### src/rtl/muldiv_pkg.sv
// Shared decode constants, FSM encoding and sign helpers for the iterative RV32M unit.
package muldiv_pkg;

  localparam logic [2:0] F3_MUL    = 3'b000;
  localparam logic [2:0] F3_MULH   = 3'b001;
  localparam logic [2:0] F3_MULHSU = 3'b010;
  localparam logic [2:0] F3_MULHU  = 3'b011;
  localparam logic [2:0] F3_DIV    = 3'b100;
  localparam logic [2:0] F3_DIVU   = 3'b101;
  localparam logic [2:0] F3_REM    = 3'b110;
  localparam logic [2:0] F3_REMU   = 3'b111;

  localparam logic [6:0] F7_MULDIV = 7'b0000001;
  localparam logic [1:0] ALUOP_R   = 2'b10;

  typedef enum logic [1:0] {
    S_IDLE = 2'd0,
    S_CALC = 2'd1,
    S_FIX  = 2'd2,
    S_DONE = 2'd3
  } state_t;

  function automatic logic signed_a(input logic [2:0] f3);
    return (f3 == F3_MULH) || (f3 == F3_MULHSU) || (f3 == F3_DIV) || (f3 == F3_REM);
  endfunction

  function automatic logic signed_b(input logic [2:0] f3);
    return (f3 == F3_MULH) || (f3 == F3_DIV) || (f3 == F3_REM);
  endfunction

  // Result sign: remainder follows the dividend, everything else is sign_a ^ sign_b.
  function automatic logic neg_result(input logic [2:0] f3, input logic sa, input logic sb);
    return (f3[2] && f3[1]) ? sa : (sa ^ sb);
  endfunction

endpackage

### src/rtl/muldiv_iter_special.sv
// Combinational detection of div-by-zero / signed overflow, plus zero-operand and
// small-dividend early-out when MULDIV_EARLY_OUT_EN is defined.
module muldiv_special
  import muldiv_pkg::*;
#(
  parameter int XLEN = 32
) (
  input  logic [2:0]      funct3,
  input  logic [XLEN-1:0] a,
  input  logic [XLEN-1:0] b,
  output logic            hit,
  output logic [XLEN-1:0] value
);

  localparam logic [XLEN-1:0] MIN_NEG = {1'b1, {(XLEN-1){1'b0}}};

  logic is_div, is_rem, is_sdiv;
  assign is_div  = funct3[2];
  assign is_rem  = funct3[2] & funct3[1];
  assign is_sdiv = funct3[2] & ~funct3[0];

`ifdef MULDIV_EARLY_OUT_EN
  logic            sa, sb;
  logic [XLEN-1:0] abs_a, abs_b;
  assign sa    = signed_a(funct3) & a[XLEN-1];
  assign sb    = signed_b(funct3) & b[XLEN-1];
  assign abs_a = sa ? -a : a;
  assign abs_b = sb ? -b : b;
`endif

  always_comb begin
    hit   = 1'b0;
    value = '0;
    if (is_div && (b == '0)) begin
      hit   = 1'b1;
      value = is_rem ? a : '1;
    end else if (is_sdiv && (a == MIN_NEG) && (b == '1)) begin
      hit   = 1'b1;
      value = is_rem ? '0 : a;
    end
`ifdef MULDIV_EARLY_OUT_EN
    else if (!is_div && ((a == '0) || (b == '0))) begin
      hit   = 1'b1;
      value = '0;
    end else if (is_div && (abs_a < abs_b)) begin
      hit   = 1'b1;
      value = is_rem ? a : '0;
    end
`endif
  end

endmodule

### src/rtl/muldiv_iter.sv
// Iterative RV32M multiply/divide: shift-add multiply, restoring divide, UNROLL bits/cycle.
// Optional build macro: MULDIV_EARLY_OUT_EN (zero-operand / small-dividend short path).
module muldiv_iter
  import muldiv_pkg::*;
#(
  parameter int XLEN   = 32,
  parameter int UNROLL = 1
) (
  input  logic            i_Clk,
  input  logic            i_Rst_n,
  input  logic            i_Valid,
  output logic            o_Ready,
  input  logic [1:0]      i_ALUOp,
  input  logic [6:0]      i_Funct7,
  input  logic [2:0]      i_Funct3,
  input  logic [XLEN-1:0] i_A,
  input  logic [XLEN-1:0] i_B,
  input  logic            i_Flush,
  output logic            o_Valid,
  input  logic            i_Ready,
  output logic [XLEN-1:0] o_Result,
  output logic            o_Illegal,
  output logic            o_Busy
);

  localparam int N  = XLEN / UNROLL;
  localparam int CW = $clog2(N + 1);

  state_t            state_q, state_n;
  logic [2*XLEN-1:0] acc_q, step_acc, prod;
  logic [XLEN-1:0]   opnd_q, result_q, fix_val;
  logic [CW-1:0]     cnt_q;
  logic [2:0]        f3_q;
  logic              neg_q, illegal_q;

  logic              accept, legal, sa_in, sb_in, spec_hit;
  logic [XLEN-1:0]   abs_a, abs_b, spec_val, quo_fix, rem_fix;
  logic [XLEN:0]     sh, diff, sum;

  assign accept = i_Valid && (state_q == S_IDLE) && !i_Flush;
  assign legal  = (i_ALUOp == ALUOP_R) && (i_Funct7 == F7_MULDIV);
  assign sa_in  = signed_a(i_Funct3) & i_A[XLEN-1];
  assign sb_in  = signed_b(i_Funct3) & i_B[XLEN-1];
  assign abs_a  = sa_in ? -i_A : i_A;
  assign abs_b  = sb_in ? -i_B : i_B;

  muldiv_special #(.XLEN(XLEN)) u_special (
    .funct3 (i_Funct3),
    .a      (i_A),
    .b      (i_B),
    .hit    (spec_hit),
    .value  (spec_val)
  );

  always_ff @(posedge i_Clk or negedge i_Rst_n) begin
    if (!i_Rst_n) state_q <= S_IDLE;
    else          state_q <= state_n;
  end

  always_comb begin
    state_n = state_q;
    case (state_q)
      S_IDLE: if (accept) state_n = (!legal || spec_hit) ? S_DONE : S_CALC;
      S_CALC: if (cnt_q == CW'(1)) state_n = S_FIX;
      S_FIX:  state_n = S_DONE;
      S_DONE: if (i_Ready) state_n = S_IDLE;
      default: state_n = S_IDLE;
    endcase
    if (i_Flush) state_n = S_IDLE;
  end

  // acc holds {hi, lo}: multiply keeps partial product in hi and shifts the multiplier
  // out of lo; divide keeps the partial remainder in hi and shifts quotient bits into lo.
  always_comb begin
    step_acc = acc_q;
    sh       = '0;
    diff     = '0;
    sum      = '0;
    for (int u = 0; u < UNROLL; u++) begin
      if (f3_q[2]) begin
        sh   = step_acc[2*XLEN-1:XLEN-1];
        diff = sh - {1'b0, opnd_q};
        if (!diff[XLEN]) step_acc = {diff[XLEN-1:0], step_acc[XLEN-2:0], 1'b1};
        else             step_acc = {step_acc[2*XLEN-2:0], 1'b0};
      end else begin
        sum      = {1'b0, step_acc[2*XLEN-1:XLEN]} + (step_acc[0] ? {1'b0, opnd_q} : '0);
        step_acc = {sum, step_acc[XLEN-1:1]};
      end
    end
  end

  assign prod    = neg_q ? -acc_q : acc_q;
  assign quo_fix = neg_q ? -acc_q[XLEN-1:0] : acc_q[XLEN-1:0];
  assign rem_fix = neg_q ? -acc_q[2*XLEN-1:XLEN] : acc_q[2*XLEN-1:XLEN];

  always_comb begin
    fix_val = '0;
    case (f3_q)
      F3_MUL:                       fix_val = prod[XLEN-1:0];
      F3_MULH, F3_MULHSU, F3_MULHU: fix_val = prod[2*XLEN-1:XLEN];
      F3_DIV, F3_DIVU:              fix_val = quo_fix;
      default:                      fix_val = rem_fix;
    endcase
  end

  always_ff @(posedge i_Clk or negedge i_Rst_n) begin
    if (!i_Rst_n) begin
      acc_q     <= '0;
      opnd_q    <= '0;
      cnt_q     <= '0;
      f3_q      <= '0;
      neg_q     <= 1'b0;
      result_q  <= '0;
      illegal_q <= 1'b0;
    end else if (i_Flush) begin
      result_q  <= '0;
      illegal_q <= 1'b0;
    end else begin
      case (state_q)
        S_IDLE: if (accept) begin
          f3_q  <= i_Funct3;
          neg_q <= neg_result(i_Funct3, sa_in, sb_in);
          cnt_q <= CW'(N);
          if (!legal) begin
            result_q  <= '0;
            illegal_q <= 1'b1;
          end else if (spec_hit) begin
            result_q  <= spec_val;
            illegal_q <= 1'b0;
          end else begin
            acc_q     <= {{XLEN{1'b0}}, (i_Funct3[2] ? abs_a : abs_b)};
            opnd_q    <= i_Funct3[2] ? abs_b : abs_a;
            illegal_q <= 1'b0;
          end
        end
        S_CALC: begin
          acc_q <= step_acc;
          cnt_q <= cnt_q - CW'(1);
        end
        S_FIX: result_q <= fix_val;
        S_DONE: if (i_Ready) begin
          result_q  <= '0;
          illegal_q <= 1'b0;
        end
        default: ;
      endcase
    end
  end

  assign o_Ready   = (state_q == S_IDLE);
  assign o_Valid   = (state_q == S_DONE);
  assign o_Busy    = (state_q != S_IDLE);
  assign o_Result  = result_q;
  assign o_Illegal = illegal_q;

endmodule
### config.mk
export PLATFORM = sky130hd
export DESIGN_NAME = muldiv_iter
export DESIGN_NICKNAME = d
export VERILOG_FILES = /design/src/rtl/muldiv_pkg.sv /design/src/rtl/muldiv_iter_special.sv /design/src/rtl/muldiv_iter.sv
export SDC_FILE = /design/constraint.sdc
export NUM_CORES = 1
export LEC_CHECK = 0
export BUFFER_PORTS_ARGS = -buffer_cell sky130_fd_sc_hd__buf_4
export CORE_UTILIZATION = 40
export CTS_BUF_LIST = sky130_fd_sc_hd__clkbuf_8
export DETAILED_ROUTE_END_ITERATION = 16
export GPL_TIMING_DRIVEN = 0
export PLACE_DENSITY = 0.64
export SETUP_SLACK_MARGIN = 0.1
export SYNTH_ARGS = -nofsm -noshare
export SYNTH_HDL_FRONTEND = slang
export SYNTH_SLANG_ARGS = --single-unit
### constraint.sdc
create_clock -name i_Clk -period 3.4 [get_ports i_Clk]
set_input_delay 1.02 -clock i_Clk [delete_from_list [all_inputs] [get_ports i_Clk]]
set_output_delay 1.02 -clock i_Clk [all_outputs]
set_load 0.02 [all_outputs]
* After elaboration in Yosys (flattened, before gate mapping)
Cells that the tools add are included.
** Storage, ports and cells
- Logic and storage cells :: 120
- Register bits after elaboration :: 141
- Output and inout port bits :: 36
- Input port bits :: 81
** Cells by class
- Mux-type cells :: 41
- Add/subtract/negate cells :: 8
- Bitwise gates (word level) :: 8
- Eq/ne operators :: 24
- Reduce and logical (&&, ||, !) cells :: 31
** Operators with widths (count)
- $mux W32 :: 16
- $mux W64 :: 6
- $pmux W32 S3 :: 2
- $neg A32 Y32 :: 4
- $pmux W64 S2 :: 1
- $eq A32 B32 Y1 const B :: 2
- $neg A64 Y64 :: 1
- $add A32 B32 Y33 :: 1
- $sub A33 B32 Y33 :: 1
- $logic_not A32 Y1 :: 1
- $eq A3 B3 Y1 const B :: 4
- $pmux W6 S2 :: 1
- $reduce_and A3 Y1 :: 4
- $mux W2 :: 5
- $reduce_and A5 Y1 :: 2
- $eq A3 B2 Y1 const B :: 3
- $pmux W2 S4 :: 1
- $eq A7 B1 Y1 const B :: 1
- $logic_and A1 B1 Y1 :: 7
- $mux W1 :: 7
- $eq A2 B2 Y1 const B :: 3
- $eq A3 B1 Y1 const B :: 2
- $eq A6 B1 Y1 const B :: 1
- $logic_or A1 B1 Y1 :: 6
- 22 further kinds :: 30

* Longest topological paths before layout
Gate-level depths: netlist of run 1.
- Depth in word-level cells :: 11
- Gate-level depth with buffers :: 14
- Mapped depth without buffers :: 13

* Cells and area by module
From an unflattened synthesis of run 1, not the netlist that was laid out.
** Second synthesis, totals
- Cell total of the unflattened synthesis :: 2012
- Area total of the unflattened synthesis :: 15009.4 um2
** By module, submodules not included
- muldiv_iter :: instances 1, area each 14457.6 um2, cells each 1932, seq. area each 3528.4 um2
- muldiv_special :: instances 1, area each 551.8 um2, cells each 80, seq. area each 0.0 um2

* Worst setup path before layout of run 1
No wires, ideal clock.
- Path kind :: in2reg
- Start point :: input i_A[0]
- End point :: register result_q[10] (netlist: o_Result[10])
- Stages :: 12
- Library setup time :: 0.080 ns
- Arrival time :: 4.086 ns
- Required time :: 3.320 ns
- Path buffers :: 2
- Setup slack :: -0.767 ns
- Path through :: inv_1 -> ha_1 -> or4b_4 -> or4b_4 -> or3_4 -> nor4_4 -> or3_2 -> a311oi_2 -> or4_1 -> buf_2 -> buf_6 -> o211ai_2
** On the way
- Cells in the longest elaborated chain, start to end :: 10
- Elaborated cells on any way between the ends :: 14
- Classes of those cells :: eq/ne (2); mux (9); reduce/logical (3)
** RTL lines
- start: declaration :: line muldiv_iter.sv:16 : input logic [XLEN-1:0] i_A,
- $eq A32 B32 Y1 * :: line muldiv_iter_special.sv:37 : end else if (is_sdiv && (a == MIN_NEG) && (b == '1)) begin
- $logic_and A1 B1 Y1 * (2 in a row) :: line muldiv_iter_special.sv:37
- $mux W32 :: line muldiv_iter_special.sv:37
- $mux W32 :: line muldiv_iter_special.sv:34 : if (is_div && (b == '0)) begin
- $mux W32 :: line muldiv_iter.sv:127 : end else if (spec_hit) begin
- $mux W32 :: line muldiv_iter.sv:124 : if (!legal) begin
- $mux W32 :: line muldiv_iter.sv:120 : S_IDLE: if (accept) begin
- $pmux W32 S3 :: line muldiv_iter.sv:119 : case (state_q)
- $mux W32 :: line muldiv_iter.sv:115 : end else if (i_Flush) begin
- end signal: assignment :: line muldiv_iter.sv:128 : result_q <= spec_val;
- end signal: assignment :: line muldiv_iter.sv:140 : S_FIX: result_q <= fix_val;
- end: declaration :: line muldiv_iter.sv:31 : logic [XLEN-1:0] opnd_q, result_q, fix_val;
Mark *: on every way between the ends. The rest lies on a longest branch, timed or not. The select of a mux whose other input is x is not followed.
A chain may end at the register's enable or synchronous reset.

* Worst setup path after layout of run 1
- Start point :: input i_A[0]
- End point :: register result_q[13] (netlist: o_Result[13])
The elaborated chain is that of the path after synthesis.

==> flow_summary.json, run 1 <==
{
  "final_common_cell": "nor2_1",
  "start_kind": "input pin",
  "synth_top_area_cell": "dfrtp_1",
  "power_frac_seq": 0.140,
  "multi_input_comb_area_sq_um": 11900,
  "synth_edf_count": 0,
  "route.detailed.drc": 0,
  "crit_end": "o_Result[13]",
  "syn_nets": 2221,
  "swShare": 0.573,
  "max_cap_violations": 0,
  "layout-drive-gt1-share": 0.242,
  "synthCells": 2063,
  "layout.cells.most_common_list": "nor2_1 (223), a21oi_1 (182), nand2_1 (178)",
  "switchingPower_w": 0.0122,
  "drt_iter0_drc": 2418,
  "power_w": 0.0213,
  "async_reset_ff_frac": 1.00,
  "leakage_nw": 8.38,
  "synth_fa_ha_area_frac": 0.0650,
  "cts_buffers": 17,
  "wl_met3_um": 7750,
  "port_buffers": 116,
  "grt_max_degree": 80,
  "period_needed_ns": 3.70,
  "synth-compound-area-share": 0.290,
  "slew_viol_final": 0,
  "place.gp.congestion": 1.03,
  "antenna_found_initial": 2,
  "grt_use_total": 0.370,
  "met2_length_um": 31000,
  "m1WireLength_um": 29800,
  "placement.cell_area_sq_um": 16800,
  "postRouteAntennaNets": 0,
  "pwr_density_cell_nw_per_um2": 1070,
  "p_comb_frac": 0.793,
  "crit_arrival_ns": 4.14,
  "fin_area_sq_um": 19900,
  "setup_viol_count_final": 126,
  "top_layer_used": "met5",
  "htreeDepth": 4,
  "reg2reg_from": "acc_q[6]",
  "crit_start": "i_A[0]",
  "slew_headroom": 0.344,
  "rr_worst_depth": 11,
  "synth_flop_cell": "dfrtp_1",
  "hold_violations": 0,
  "r2r_setup_slack_ns": -0.23,
  "vias": 18100,
  "p_int_w": 0.00910,
  "grt_pass1_wl_um": 106000,
  "grt_setup_unrepaired": "true",
  "clk_latency_ns": 0.52,
  "synth_simple_gate_area_frac": 0.226,
  "die-area_sq_um": 38400,
  "grt_pass1_vias": 16600,
  "setup-tns-final_ns": -20.54,
  "r2r-end": "o_Result[30]",
  "synth.distinct_cells": 75,
  "fmax_mhz": 270,
  "clkPwrFrac": 0.067,
  "min_path_type": "reg -> reg",
  "synth_top_area_frac": 0.235,
  "fin_skew_ns": 0.0250,
  "fill_cells": 3473,
  "core.rowCount": 70,
  "die_width_um": 196,
  "synth.yosys.seq_area_share": 0.235,
  "timing.hold.ws_ns": 0.494,
  "drt-wirelength-per-cell_um": 26.0,
  "via_per_inst": 6.50,
  "seqCellArea_sq_um": 3550,
  "fp.dieH_um": 196,
  "cts_max_path_buffers": 2,
  "cp_max_fo": 5,
  "synthTopCellsByArea": "dfrtp_1 (23%), o21ai_0 (6.9%), ha_1 (6.2%)",
  "hpwl_um": 53900,
  "grt_overflow": 0,
  "routed_wl_um": 72300,
  "syn_to_final_growth_pct": 32.0,
  "tightest_slew_ns": 0.983,
  "initial_utilization": 0.409,
  "yosysWarnings": 0,
  "crit_required_ns": 3.84,
  "synth_mux_area_frac": 0.0450,
  "path_class": "in -> reg",
  "status": "finished with violations",
  "fin_crit_sh": 1.09,
  "violations": "setup timing",
  "synth_xor_area_frac": 0.0873,
  "final_nets": 2457,
  "clk_pin_slew_worst_paths_ns": 0.09,
  "setup.worst_path.end_class": "flop",
  "root_buffer": "clkbuf_8",
  "ys_seq_elements": 141,
  "peakVddDrop_v": 0.00121,
  "tritoncts": "built",
  "clock-sinks": 141,
  "syn-cell-area_sq_um": 15000,
  "syn_avg_cell_area_sq_um": 7.29,
  "io_pins": 117,
  "core_sq_um": 36800,
  "finalWorstSetupSlack_ns": -0.305,
  "synth_top_family_by_area": "compound AO/OA/AOI/OAI gates",
  "firstDrtPassIters": 8
}
## cells by family (layout without fill, tap and decap cells)
group           count (synthesis)  after routing
simple gates                  731            731
compound gates                694            694
buf+inv                       206            454
xor+xnor                      150            150
flops                         141            141
fa+ha+maj                      77             77
mux                            64             64
other cells                     0              2
## worst min-delay path by stage
| stage | start | end | slack (ns) | cells after the start |
|---|---|---|---|---|
| floorplan | opnd_q[31] | opnd_q[31] | 0.45 | 2 |
| global placement | opnd_q[4] | opnd_q[4] | 0.47 | 2 |
| detailed placement | o_Result[10] | o_Result[10] | 0.48 | 2 |
| CTS | opnd_q[18] | opnd_q[18] | 0.50 | 2 |
| global route | o_Result[17] | o_Result[17] | 0.52 | 2 |
| finish | opnd_q[19] | opnd_q[19] | 0.49 | 2 |
## Yosys cell counts (6+ instances only)
master    instances
a21oi_1         187
nor2_1          237
nand3_1          52
and2_1           13
and3_1           10
nand4_1          25
inv_1            72
buf_1            11
nand2b_1         22
nor4_1           23
ha_1             75
xor2_1           57
a21o_1           23
a22oi_1          19
dfrtp_1         141
a311oi_1         11
o211ai_2         10
mux2_2           29
o211ai_1         31
a41oi_1           6
a211oi_1         41
o31ai_1          27
clkbuf_1        117
nor3_1           57
nor2b_1          11
xnor2_1          93
o41ai_1          15
o21bai_1          9
or3_1            19
o21a_1            9
or2_2             9
or4_1            19
o22ai_1           8
o21ai_0         207
mux2i_1          35
a31oi_1          27
o221ai_1          9
nand2_1         213
## final cells by class
class,instances,area share
flip-flops and latches,141,0.179
repair buffers,219,0.110
plain buffers,130,0.0498
multi-input cells,1716,0.598
well taps,468,0.0295
clock inverters,13,0.00592
clock buffers,18,0.0125
inverters,74,0.0151
diodes,2,0.000252
## flip-flops by register name (all words and copies together) (netlist names)
signal	count
o_Illegal	1
f3_q	3
state_q	2
neg_q	1
cnt_q	6
acc_q	64
o_Result	32
opnd_q	32
## critical path: stages
cell	delay (ns)
buf_12	0.10
inv_6	0.04
ha_4	0.12
or4b_4	0.46
or4b_4	0.54
or3_4	0.37
nor4_4	0.18
or3_4	0.21
a311oi_4	0.11
or4_4	0.50
buf_6	0.16
buf_6	0.13
a2bb2oi_2	0.12
o21ai_1	0.07
## routing by layer
layer / vias to the layer above / track usage
li1: 8029 / -
met1: 8734 / 0.511
met2: 1097 / 0.548
met3: 207 / 0.0770
met4: 4 / 0.177
met5: - / 0
## stage by stage
step | util | worst slack [ns] | std cells
3_5_place_dp | 0.457 | -1.78 | 2648
3_3_place_gp | 0.456 | -1.79 | 2647
5_1_grt | 0.540 | -0.348 | 2779
6_report | 0.540 | -0.305 | 2781
4_1_cts | 0.520 | -0.376 | 2766
2_1_floorplan | - | -0.620 | 2063
## power groups by stage
stage	Clock, W	Sequential, W	Combinational, W
2_1_floorplan	0	0.00269	0.00937
3_3_place_gp	0	0.00288	0.0132
3_5_place_dp	0	0.00288	0.0133
4_1_cts	0.00141	0.00286	0.0156
5_1_grt	0.00147	0.00301	0.0177
6_report	0.00143	0.00297	0.0169
## repair_timing
item,in CTS,in global routing
cloned,22,2
setup endpoints to repair,128,130
setup buffers,66,18
hold buffers,0,0
gates resized for setup,255,183
pin swaps,44,33
Power figures use the tool's default switching activity.
==> run 2, diff against run 1 <==
CAP_MARGIN = 20   (was default)
clock period = 3.3 ns   (was 3.4 ns; I/O delays follow)
==> flow_summary.json, run 2 (synthesis results as in run 1) <==
{
  "hold_violations": 0,
  "final_cells": 2755,
  "clk_pin_slew_worst_paths_ns": 0.11,
  "postRouteAntennaNets": 0,
  "fill_cells": 3579,
  "crit_required_ns": 3.73,
  "leakage_nw": 8.22,
  "min_path_type": "in -> async",
  "die_width_um": 196,
  "reg2reg_from": "acc_q[32]",
  "final_nets": 2431,
  "tightest_slew_ns": 1.02,
  "htreeDepth": 4,
  "port_buffers": 116,
  "antenna_found_initial": 0,
  "grt_pass1_vias": 16400,
  "crit_start": "i_A[1]",
  "core_sq_um": 36800,
  "route.detailed.drc": 0,
  "initial_utilization": 0.409,
  "routed_wl_um": 70900,
  "placed_cells": 2649,
  "path_class": "in -> reg",
  "fmax_mhz": 269,
  "grt_pass1_wl_um": 105000,
  "tritoncts": "built",
  "setup_viol_count_final": 125,
  "final_core_util": 0.532,
  "hpwl_um": 54400,
  "clock-sinks": 141,
  "drt_iter0_drc": 2229,
  "largest_reg_flops": 64,
  "cp_max_fo": 4,
  "slew_viol_final": 0,
  "pwr_density_cell_nw_per_um2": 1130,
  "io_pins": 117,
  "layout.cells.most_common_list": "nor2_1 (222), a21oi_1 (182), nand2_1 (165)",
  "regMostFlops": "acc_q",
  "status": "finished with violations",
  "place.gp.congestion": 1.01,
  "start_kind": "input pin",
  "crit_arrival_ns": 4.15,
  "grt_setup_unrepaired": "true",
  "grt_use_total": 0.364,
  "max_cap_violations": 0,
  "slew_headroom": 0.323,
  "root_buffer": "clkbuf_8",
  "period_needed_ns": 3.72,
  "layout-drive-gt1-share": 0.237,
  "r2r_setup_slack_ns": -0.20,
  "crit_end": "o_Result[13]",
  "syn_to_final_growth_pct": 30.1,
  "final_common_cell": "nor2_1",
  "grt_max_degree": 78,
  "finalWorstSetupSlack_ns": -0.417,
  "firstDrtPassIters": 5,
  "rr_worst_depth": 13,
  "cts_max_path_buffers": 2,
  "fin_skew_ns": 0.0237,
  "violations": "setup timing",
  "fp.dieH_um": 196,
  "peakVddDrop_v": 0.000840,
  "core.rowCount": 70,
  "fin_crit_sh": 1.13,
  "clk_latency_ns": 0.53,
  "die-area_sq_um": 38400,
  "r2r-end": "acc_q[63]",
  "setup.worst_path.end_class": "flop",
  "vias": 17800,
  "grt_overflow": 0,
  "drt-wirelength-per-cell_um": 25.7,
  "via_per_inst": 6.47,
  "cts_buffers": 17
}
run 2: changes by cell type in the layout (fill, tap and decap cells not counted), sizes merged:
cell      delta
bufinv       -1
clkinvlp     -3
clkbuf      -12
buf         -14
inv          +5
diode        -1
run 2: per-layer routing:
layer / part of all wire / vias up / track usage
li1: - / 7976 / -
met1: 0.42 / 8700 / 0.506
met2: 0.44 / 976 / 0.560
met3: 0.097 / 162 / 0.0667
met4: 0.042 / 0 / 0.135
met5: 0 / - / 0
run 2: final cells by class:
| type | count | area (sq um) | share of cell area |
|---|---|---|---|
| multi-input combinational | 1716 | 11900 | 0.610 |
| sequential | 141 | 3540 | 0.181 |
| timing repair buffer | 197 | 1850 | 0.0944 |
| buffer | 126 | 976 | 0.0499 |
| tap | 468 | 586 | 0.0299 |
| inverter | 74 | 295 | 0.0151 |
| clock buffer | 18 | 248 | 0.0127 |
| clock inverter | 14 | 126 | 0.00646 |
| antenna | 1 | 2.50 | 0.000128 |
run 2: worst max-delay path, stage by stage:
cell	delay [ns]
buf_12	0.11
inv_12	0.04
ha_4	0.12
or4b_4	0.46
or4b_4	0.54
or3_4	0.37
nor4_4	0.17
or3_4	0.20
a311oi_4	0.12
buf_4	0.19
nor3_4	0.26
buf_6	0.19
o21ai_0	0.20
o21ai_1	0.19
run 2: worst min-delay path by stage:
stage / start / end / slack, ns / cells after the start
6_report: i_Rst_n / acc_q[56] / 0.47 / 1
5_1_grt: o_Result[17] / o_Result[17] / 0.53 / 2
4_1_cts: o_Result[9] / o_Result[9] / 0.51 / 2
3_5_place_dp: o_Result[9] / o_Result[9] / 0.48 / 2
3_3_place_gp: opnd_q[6] / opnd_q[6] / 0.47 / 2
2_1_floorplan: opnd_q[31] / opnd_q[31] / 0.45 / 2
run 2: timing repair:
item | CTS | global route
hold endpoints to repair | 0 | 0
pin swaps | 49 | 37
cloned | 16 | 0
resized for setup | 252 | 186
endpoints found under the setup margin | 128 | 130
buffers inserted | 47 | 21
hold buffers | 0 | 0
run 2: report_power, final:
| group | switching [W] | internal (W) | leakage, nW | total [W] |
|---|---|---|---|---|
| registers | 0.000875 | 0.00219 | 1.86 | 0.00307 |
| clock network | 0.000876 | 0.000564 | 0.181 | 0.00144 |
| logic | 0.0109 | 0.00669 | 6.18 | 0.0176 |
run 2: per-stage QoR:
stage | hold slack [ns] | cell area [sq um] | setup slack, ns | power (W) | TNS [ns]
after global routing | 0.526 | 19600 | -0.494 | 0.0231 | -39.02
after global placement | 0.471 | 16800 | -1.89 | 0.0166 | -132.61
after detailed placement | 0.476 | 16800 | -1.92 | 0.0167 | -131.17
after CTS | 0.510 | 18800 | -0.447 | 0.0205 | -29.40
after floorplan | 0.454 | 15300 | -0.690 | 0.0124 | -32.25
final | 0.470 | 19600 | -0.417 | 0.0221 | -26.29
